$ cat src/rtl/feature_collector_pkg.sv
// feature_collector_pkg: shared state type, channel ids and default sizes for feature_result_collector
package feature_collector_pkg;
    typedef enum logic {IDLE = 1'b0, COLLECT = 1'b1} state_t;
    localparam logic CH0 = 1'b0;
    localparam logic CH1 = 1'b1;
    localparam int DEF_FIFO_DEPTH = 16;
    localparam int DEF_CNT_W = 16;
endpackage

$ cat src/rtl/result_fifo.sv
// result_fifo: 16-bit synchronous first-word-fall-through FIFO with flush; full is judged before any same-cycle pop
module result_fifo #(
    parameter int DEPTH = 16
) (
    input  logic        clk,
    input  logic        rst_n,
    input  logic        push,
    input  logic [15:0] wdata,
    input  logic        pop,
    input  logic        flush,
    output logic [15:0] rdata,
    output logic        full,
    output logic        empty
);
    localparam int AW = $clog2(DEPTH);
    logic [15:0] mem_q [DEPTH];
    logic [AW-1:0] wr_q, wr_d, rd_q, rd_d;
    logic [AW:0] cnt_q, cnt_d;
    logic do_push, do_pop;
    assign full = cnt_q == (AW+1)'(DEPTH);
    assign empty = cnt_q == '0;
    assign rdata = mem_q[rd_q];
    always_comb begin
        do_push = push && !full;
        do_pop = pop && !empty;
        wr_d = flush ? '0 : wr_q + AW'(do_push);
        rd_d = flush ? '0 : rd_q + AW'(do_pop);
        cnt_d = flush ? '0 : cnt_q + (AW+1)'(do_push) - (AW+1)'(do_pop);
    end
    always_ff @(posedge clk) begin
        if (do_push) mem_q[wr_q] <= wdata;
    end
    always_ff @(posedge clk) begin
        if (!rst_n) begin
            wr_q <= '0;
            rd_q <= '0;
            cnt_q <= '0;
        end else begin
            wr_q <= wr_d;
            rd_q <= rd_d;
            cnt_q <= cnt_d;
        end
    end
endmodule

$ cat src/rtl/feature_result_collector.sv
// feature_result_collector: buffers two pooled channels and re-emits them interleaved ch0,ch1 per frame.
// Define FEATURE_COLLECTOR_PERF_EN to build the stall_cycles performance counter.
module feature_result_collector
    import feature_collector_pkg::*;
#(
    parameter int FIFO_DEPTH = DEF_FIFO_DEPTH,
    parameter int CNT_W = DEF_CNT_W
) (
    input  logic             clk,
    input  logic             rst_n,
    input  logic             start,
    input  logic [CNT_W-1:0] result_count,
    input  logic [31:0]      din_bus,
    input  logic [1:0]       valid_in_bus,
    output logic [15:0]      dout,
    output logic             dout_ch,
    output logic             dout_valid,
    input  logic             dout_ready,
    output logic             busy,
    output logic             frame_done,
    output logic             overflow,
    output logic [CNT_W-1:0] stall_cycles
);
    localparam logic [CNT_W:0] EMIT_ONE = 1;
    state_t state_q, state_d;
    logic [CNT_W-1:0] target_q, target_d;
    logic [CNT_W-1:0] push_cnt_q [2];
    logic [CNT_W-1:0] push_cnt_d [2];
    logic [CNT_W:0] emit_q, emit_d;
    logic [15:0] dout_q, dout_d;
    logic next_ch_q, next_ch_d, dout_ch_q, dout_ch_d, dout_valid_q, dout_valid_d;
    logic frame_done_q, frame_done_d, overflow_q, overflow_d;
    logic [1:0] push, pop, full, empty;
    logic [15:0] head [2];
    logic collect, arm, accept, last, load;
    for (genvar c = 0; c < 2; c++) begin : g_fifo
        result_fifo #(.DEPTH(FIFO_DEPTH)) u_fifo (
            .clk(clk),
            .rst_n(rst_n),
            .push(push[c]),
            .wdata(din_bus[16*c +: 16]),
            .pop(pop[c]),
            .flush(last),
            .rdata(head[c]),
            .full(full[c]),
            .empty(empty[c])
        );
    end
    always_comb begin
        collect = state_q == COLLECT;
        arm = !collect && start;
        accept = dout_valid_q && dout_ready;
        last = collect && accept && (emit_q + EMIT_ONE == {target_q, 1'b0});
        // ch1 empty blocks ch0: the output register only ever takes the head of next_ch
        load = collect && !last && (!dout_valid_q || accept) && !empty[next_ch_q];
        pop[0] = load && next_ch_q == CH0;
        pop[1] = load && next_ch_q == CH1;
        for (int i = 0; i < 2; i++) begin
            push[i] = collect && valid_in_bus[i] && push_cnt_q[i] < target_q;
            push_cnt_d[i] = arm ? '0 : push_cnt_q[i] + CNT_W'(push[i]);
        end
        state_d = (arm && result_count != '0) ? COLLECT : last ? IDLE : state_q;
        target_d = arm ? result_count : target_q;
        emit_d = arm ? '0 : emit_q + (CNT_W+1)'(accept);
        overflow_d = !arm && (overflow_q || |(push & full));
        next_ch_d = arm ? CH0 : next_ch_q ^ load;
        dout_d = load ? head[next_ch_q] : dout_q;
        dout_ch_d = load ? next_ch_q : dout_ch_q;
        dout_valid_d = load || (dout_valid_q && !accept);
        frame_done_d = last || (arm && result_count == '0);
    end
    always_ff @(posedge clk) begin
        if (!rst_n) begin
            state_q <= IDLE;
            target_q <= '0;
            push_cnt_q <= '{default: '0};
            emit_q <= '0;
            overflow_q <= 1'b0;
            next_ch_q <= CH0;
            dout_q <= '0;
            dout_ch_q <= CH0;
            dout_valid_q <= 1'b0;
            frame_done_q <= 1'b0;
        end else begin
            state_q <= state_d;
            target_q <= target_d;
            push_cnt_q <= push_cnt_d;
            emit_q <= emit_d;
            overflow_q <= overflow_d;
            next_ch_q <= next_ch_d;
            dout_q <= dout_d;
            dout_ch_q <= dout_ch_d;
            dout_valid_q <= dout_valid_d;
            frame_done_q <= frame_done_d;
        end
    end
`ifdef FEATURE_COLLECTOR_PERF_EN
    logic [CNT_W-1:0] stall_q, stall_d;
    always_comb begin
        stall_d = arm ? '0 : (collect && dout_valid_q && !dout_ready && stall_q != '1) ? stall_q + CNT_W'(1) : stall_q;
    end
    always_ff @(posedge clk) begin
        if (!rst_n) stall_q <= '0;
        else stall_q <= stall_d;
    end
    assign stall_cycles = stall_q;
`else
    assign stall_cycles = '0;
`endif
    assign busy = state_q == COLLECT;
    assign dout = dout_q;
    assign dout_ch = dout_ch_q;
    assign dout_valid = dout_valid_q;
    assign frame_done = frame_done_q;
    assign overflow = overflow_q;
endmodule

$ cat config.mk
export PLATFORM = sky130hd
export DESIGN_NAME = feature_result_collector
export DESIGN_NICKNAME = d
export VERILOG_FILES = /design/src/rtl/feature_collector_pkg.sv /design/src/rtl/result_fifo.sv /design/src/rtl/feature_result_collector.sv
export SDC_FILE = /design/constraint.sdc
export NUM_CORES = 1
export LEC_CHECK = 0
export ABC_CLOCK_PERIOD_IN_PS = 4600
export CELL_PAD_IN_SITES_DETAIL_PLACEMENT = 0
export CELL_PAD_IN_SITES_GLOBAL_PLACEMENT = 1
export CORE_MARGIN = 3
export CORE_UTILIZATION = 45
export DETAILED_ROUTE_END_ITERATION = 8
export MAX_ROUTING_LAYER = met4
export PLACE_DENSITY_LB_ADDON = 0.1
export SKIP_CTS_REPAIR_TIMING = 1
export SLEW_MARGIN = 20
export SYNTH_ARGS = -nofsm -noshare
export SYNTH_HDL_FRONTEND = slang
export SYNTH_HIERARCHICAL = 1
export SYNTH_SLANG_ARGS = --single-unit
$ cat constraint.sdc
create_clock -name clk -period 4.6 [get_ports clk]
set_clock_uncertainty 0.2 [all_clocks]
set_input_delay 0.46 -clock clk [delete_from_list [all_inputs] [get_ports clk]]
set_output_delay 0.46 -clock clk [all_outputs]
set_load 0.02 [all_outputs]
==> results.md <==
- Max_slew headroom: 54.4%
- Largest family of logic cells by synthesized area: multiplexers
- Outcome: completed
- Crit Path Class: reg -> reg
- Max cap viols: 0
- Final hold viol count: 0
- Starting Density: 45.6%
- DRC errors left: 0
- Vias: 14.6k
- Chip height: 248 microns
- Post-synthesis xor/xnor area fraction: 2.33%
- Initial drt markers: 1105
- CTS Buffer Depth: 3
- Root buf cell: clkbuf_16
- Yosys warnings: 6
- Seq/Total Area, Yosys: 66.9%
- WL/cell: 23.0 microns
- Post-synth top flop: edfxtp_1
- CTS tree: done
- Post-synthesis mux area share: 11.1%
- Ports: 91
- Crit path cell chain: nand4_1 > or2_0 > or4_1 > a2111oi_2 > nand4_1 > nand2_2 > inv_2 > ha_1 > nor2b_1 > ha_1 > inv_1 > ha_1 > inv_1 > fa_1 > nand2b_1 > a21oi_1 > o21ai_0 > nor3b_1
- CP Max Fanout: 6
- First-pass GRT wire length: 91000 microns
- Nets@finish: 1934
- Total negative slack: 0 ns
- Worst Path Required: 4.88 ns
- F_max: 236 MHz
- Total GRT Usage: 20.7%
- Fin crit share: 92.1%
- Num Clock Sinks: 625
- End-of-flow core utilization: 52.3%
- Drt pass-1 iters: 5
- Final Critical Period: 4.24 ns
- Layout overhead on the synthesized area: 14.8%
- H-Tree Depth: 3
- Min-Delay Path Class: in -> reg
- Drt via density: 5.51
- Clk slew on worst S/H paths: 0.06 ns
- Pwr per Cell Area: 433 nW/um^2
- CTS buffer count: 70
- Core Area: 57800 sq um
- Synth Register Bits: 625
- WL final: 60800 microns
- Largest net degree at the start of global routing: 37
- I/O Buffers: 74
- Most frequent CP cell: ha_1
- Layout cells sized above 1: 17.2%
- Die width: 248 microns
- Rows: 88
- Cell Area, Synth: 26400 sq um
- Post-Synth Adder-Cell Area: 2.95%
- GP Congestion: 0.809
- VDD IR max: 0.339 mV
- FFs w/ async S/R, synth: 0%
- Die area: 61500 sq um
- Worst path slowest cell: or4_1
- RSZ-0062 raised after global routing: false
- Worst slew pin tran: 0.682 ns
- Final setup violation count: 0
- Post-Syn Area per Cell: 15.6 sq um
- Total global routing overflow: 0
- Clk Latency, worst-skew pair: 0.61 ns
- Leak Pwr: 9.84 nW
- Layout filler cell count: 4778
- Crit path capture type: flip-flop
- Syn Inst Count: 1691
- Data arrival, critical path: 4.52 ns
- Vias in the first global route: 14.4k
- Synth Area in Compound Gates: 6.83%
- Initial antenna violation count: 1
- Startpoint types: flip-flop
- Max-slew violation count: 0
- Antenna Violating Nets Remaining: 0
- Distinct cell type count after synthesis: 55
- Cell family with most CP delay: simple AND/OR/NAND/NOR gates
- Number of synthesized flops with an enable pin: 512
- Worst path max stage delay: 0.50 ns
- Post-synthesis simple-gate area fraction: 6.27%
- Worst Path Buf+Inv: 3
- Hpwl dp: 37400 microns
==> per-layer routing <==
metal	track usage (%)	vias to the layer above	routed length, microns
li1	-	6785	-
met1	28.6	7392	28100
met2	32.1	299	28700
met3	3.22	97	2510
met4	5.61	0	1440
met5	-	-	0
==> cells in the final DEF (no fill, tap or decap), types with 9 or more instances in the layout <==
master,count
xor2_1,29
or3_1,15
nand2b_1,12
nor3_1,13
a22oi_1,33
nand4_1,24
nand2_1,87
a221oi_2,24
dfxtp_1,103
mux2i_1,147
clkinv_2,11
clkdlybuf4s50_1,74
a211oi_2,9
and3_1,9
nand3_1,24
and2_1,12
conb_1,16
clkinv_1,14
xnor2_1,41
a221oi_1,41
buf_4,68
inv_1,43
clkbuf_16,72
mux4_2,64
clkbuf_1,21
nor2_2,24
o21ai_0,50
a21oi_1,57
nor2_1,65
edfxtp_1,512
ha_1,59
==> worst paths after layout <==
| kind | startpoint | endpoint | slack [ns] | depth (start not counted) |
|---|---|---|---|---|
| setup / recovery | emit_q[1]$_SDFF_PP0_ | g_fifo[0].u_fifo/cnt_q[4]$_SDFF_PP0_ | 0.36 | 18 |
| hold / removal | result_count[8] | target_q[8]$_SDFFE_PN0P_ | 0.25 | 3 |
| setup reg to reg | emit_q[1]$_SDFF_PP0_ | g_fifo[0].u_fifo/cnt_q[4]$_SDFF_PP0_ | 0.36 | 18 |
| hold reg to reg | dout_ch$_SDFFE_PN0P_ | dout_ch$_SDFFE_PN0P_ | 0.28 | 2 |
==> cell type report <==
cell class / instances / area (sq um) / share of cell area (%)
flip-flops and latches: 625 / 17700 / 58.4
clock buffers: 96 / 1920 / 6.35
repair buffers: 145 / 1310 / 4.33
clock inverters: 34 / 300 / 0.993
multi-input cells: 930 / 7930 / 26.2
diodes: 1 / 2.50 / 0.00827
well taps: 765 / 957 / 3.16
inverters: 47 / 176 / 0.583
==> cell usage after synthesis, types with 8 or more instances <==
cell type	number	share of area [%]
a221oi_1	41	1.4
buf_4	26	0.74
buf_2	16	0.30
a21oi_1	58	1.1
xor2_1	29	0.96
or3_1	15	0.36
nand2b_1	12	0.28
xnor2_1	41	1.4
and3_1	9	0.21
nand3_1	24	0.46
inv_1	43	0.61
dfxtp_1	113	8.6
buf_6	20	0.85
mux4_2	64	5.5
nand2_1	88	1.3
nor4_1	8	0.19
a22oi_1	33	0.94
nor2_1	89	1.3
nand4_1	24	0.57
nor2b_1	8	0.19
a211oi_2	9	0.43
nor3_1	21	0.40
a221oi_2	24	1.4
mux2i_1	147	5.6
clkbuf_1	33	0.47
edfxtp_1	512	58
o21ai_0	50	0.95
and2_1	12	0.28
ha_1	59	2.8
==> state kept, by name, summed over array words and instances, names as in the netlist <==
signal	cells
g_fifo.u_fifo/mem_q	512
push_cnt_q	32
emit_q	17
dout	16
target_q	16
g_fifo.u_fifo/cnt_q	10
g_fifo.u_fifo/rd_q	8
g_fifo.u_fifo/wr_q	8
busy	1
dout_ch	1
dout_valid	1
frame_done	1
next_ch_q	1
overflow	1
==> power breakdown <==
part / total (W) / switching [W] / internal, W
sequential: 0.00637 / 0.000135 / 0.00623
clock: 0.00534 / 0.00221 / 0.00312
combinational: 0.00139 / 0.000738 / 0.000647
==> logic make-up after synthesis <==
group                      Yosys count
xor gates and xnor gates            70
AOI/OAI and AO/OA                  239
and+or+nand+nor                    333
other                                1
muxes                              211
buffers and inverters              151
adders and majority gates           61
DFF                                625
==> metrics by stage <==
| step | worst slack, ns | hold slack (ns) | area (sq um) | std cells | total power, W |
|---|---|---|---|---|---|
| after floorplan | 0.510 | 0.261 | 26400 | 1706 | 0.00745 |
| after global placement | -0.00291 | 0.255 | 28000 | 2512 | 0.00786 |
| after detailed placement | -0.0255 | 0.261 | 28000 | 2512 | 0.00788 |
| after CTS | 0.200 | 0.208 | 30200 | 2642 | 0.0132 |
| after global routing | 0.0400 | 0.241 | 30200 | 2643 | 0.0136 |
| final | 0.361 | 0.248 | 30200 | 2643 | 0.0131 |
==> worst reg2reg max path, delay by kind of cell (launching register included) <==
kind | cells | cell delay, ns
AOI/OAI and AO/OA | 3 | 0.66
adders and majority gates | 4 | 1.01
buffers and inverters | 3 | 0.16
DFF | 1 | 0.37
and+or+nand+nor | 8 | 1.71
Note: power is estimated with default switching activity, not from simulation.
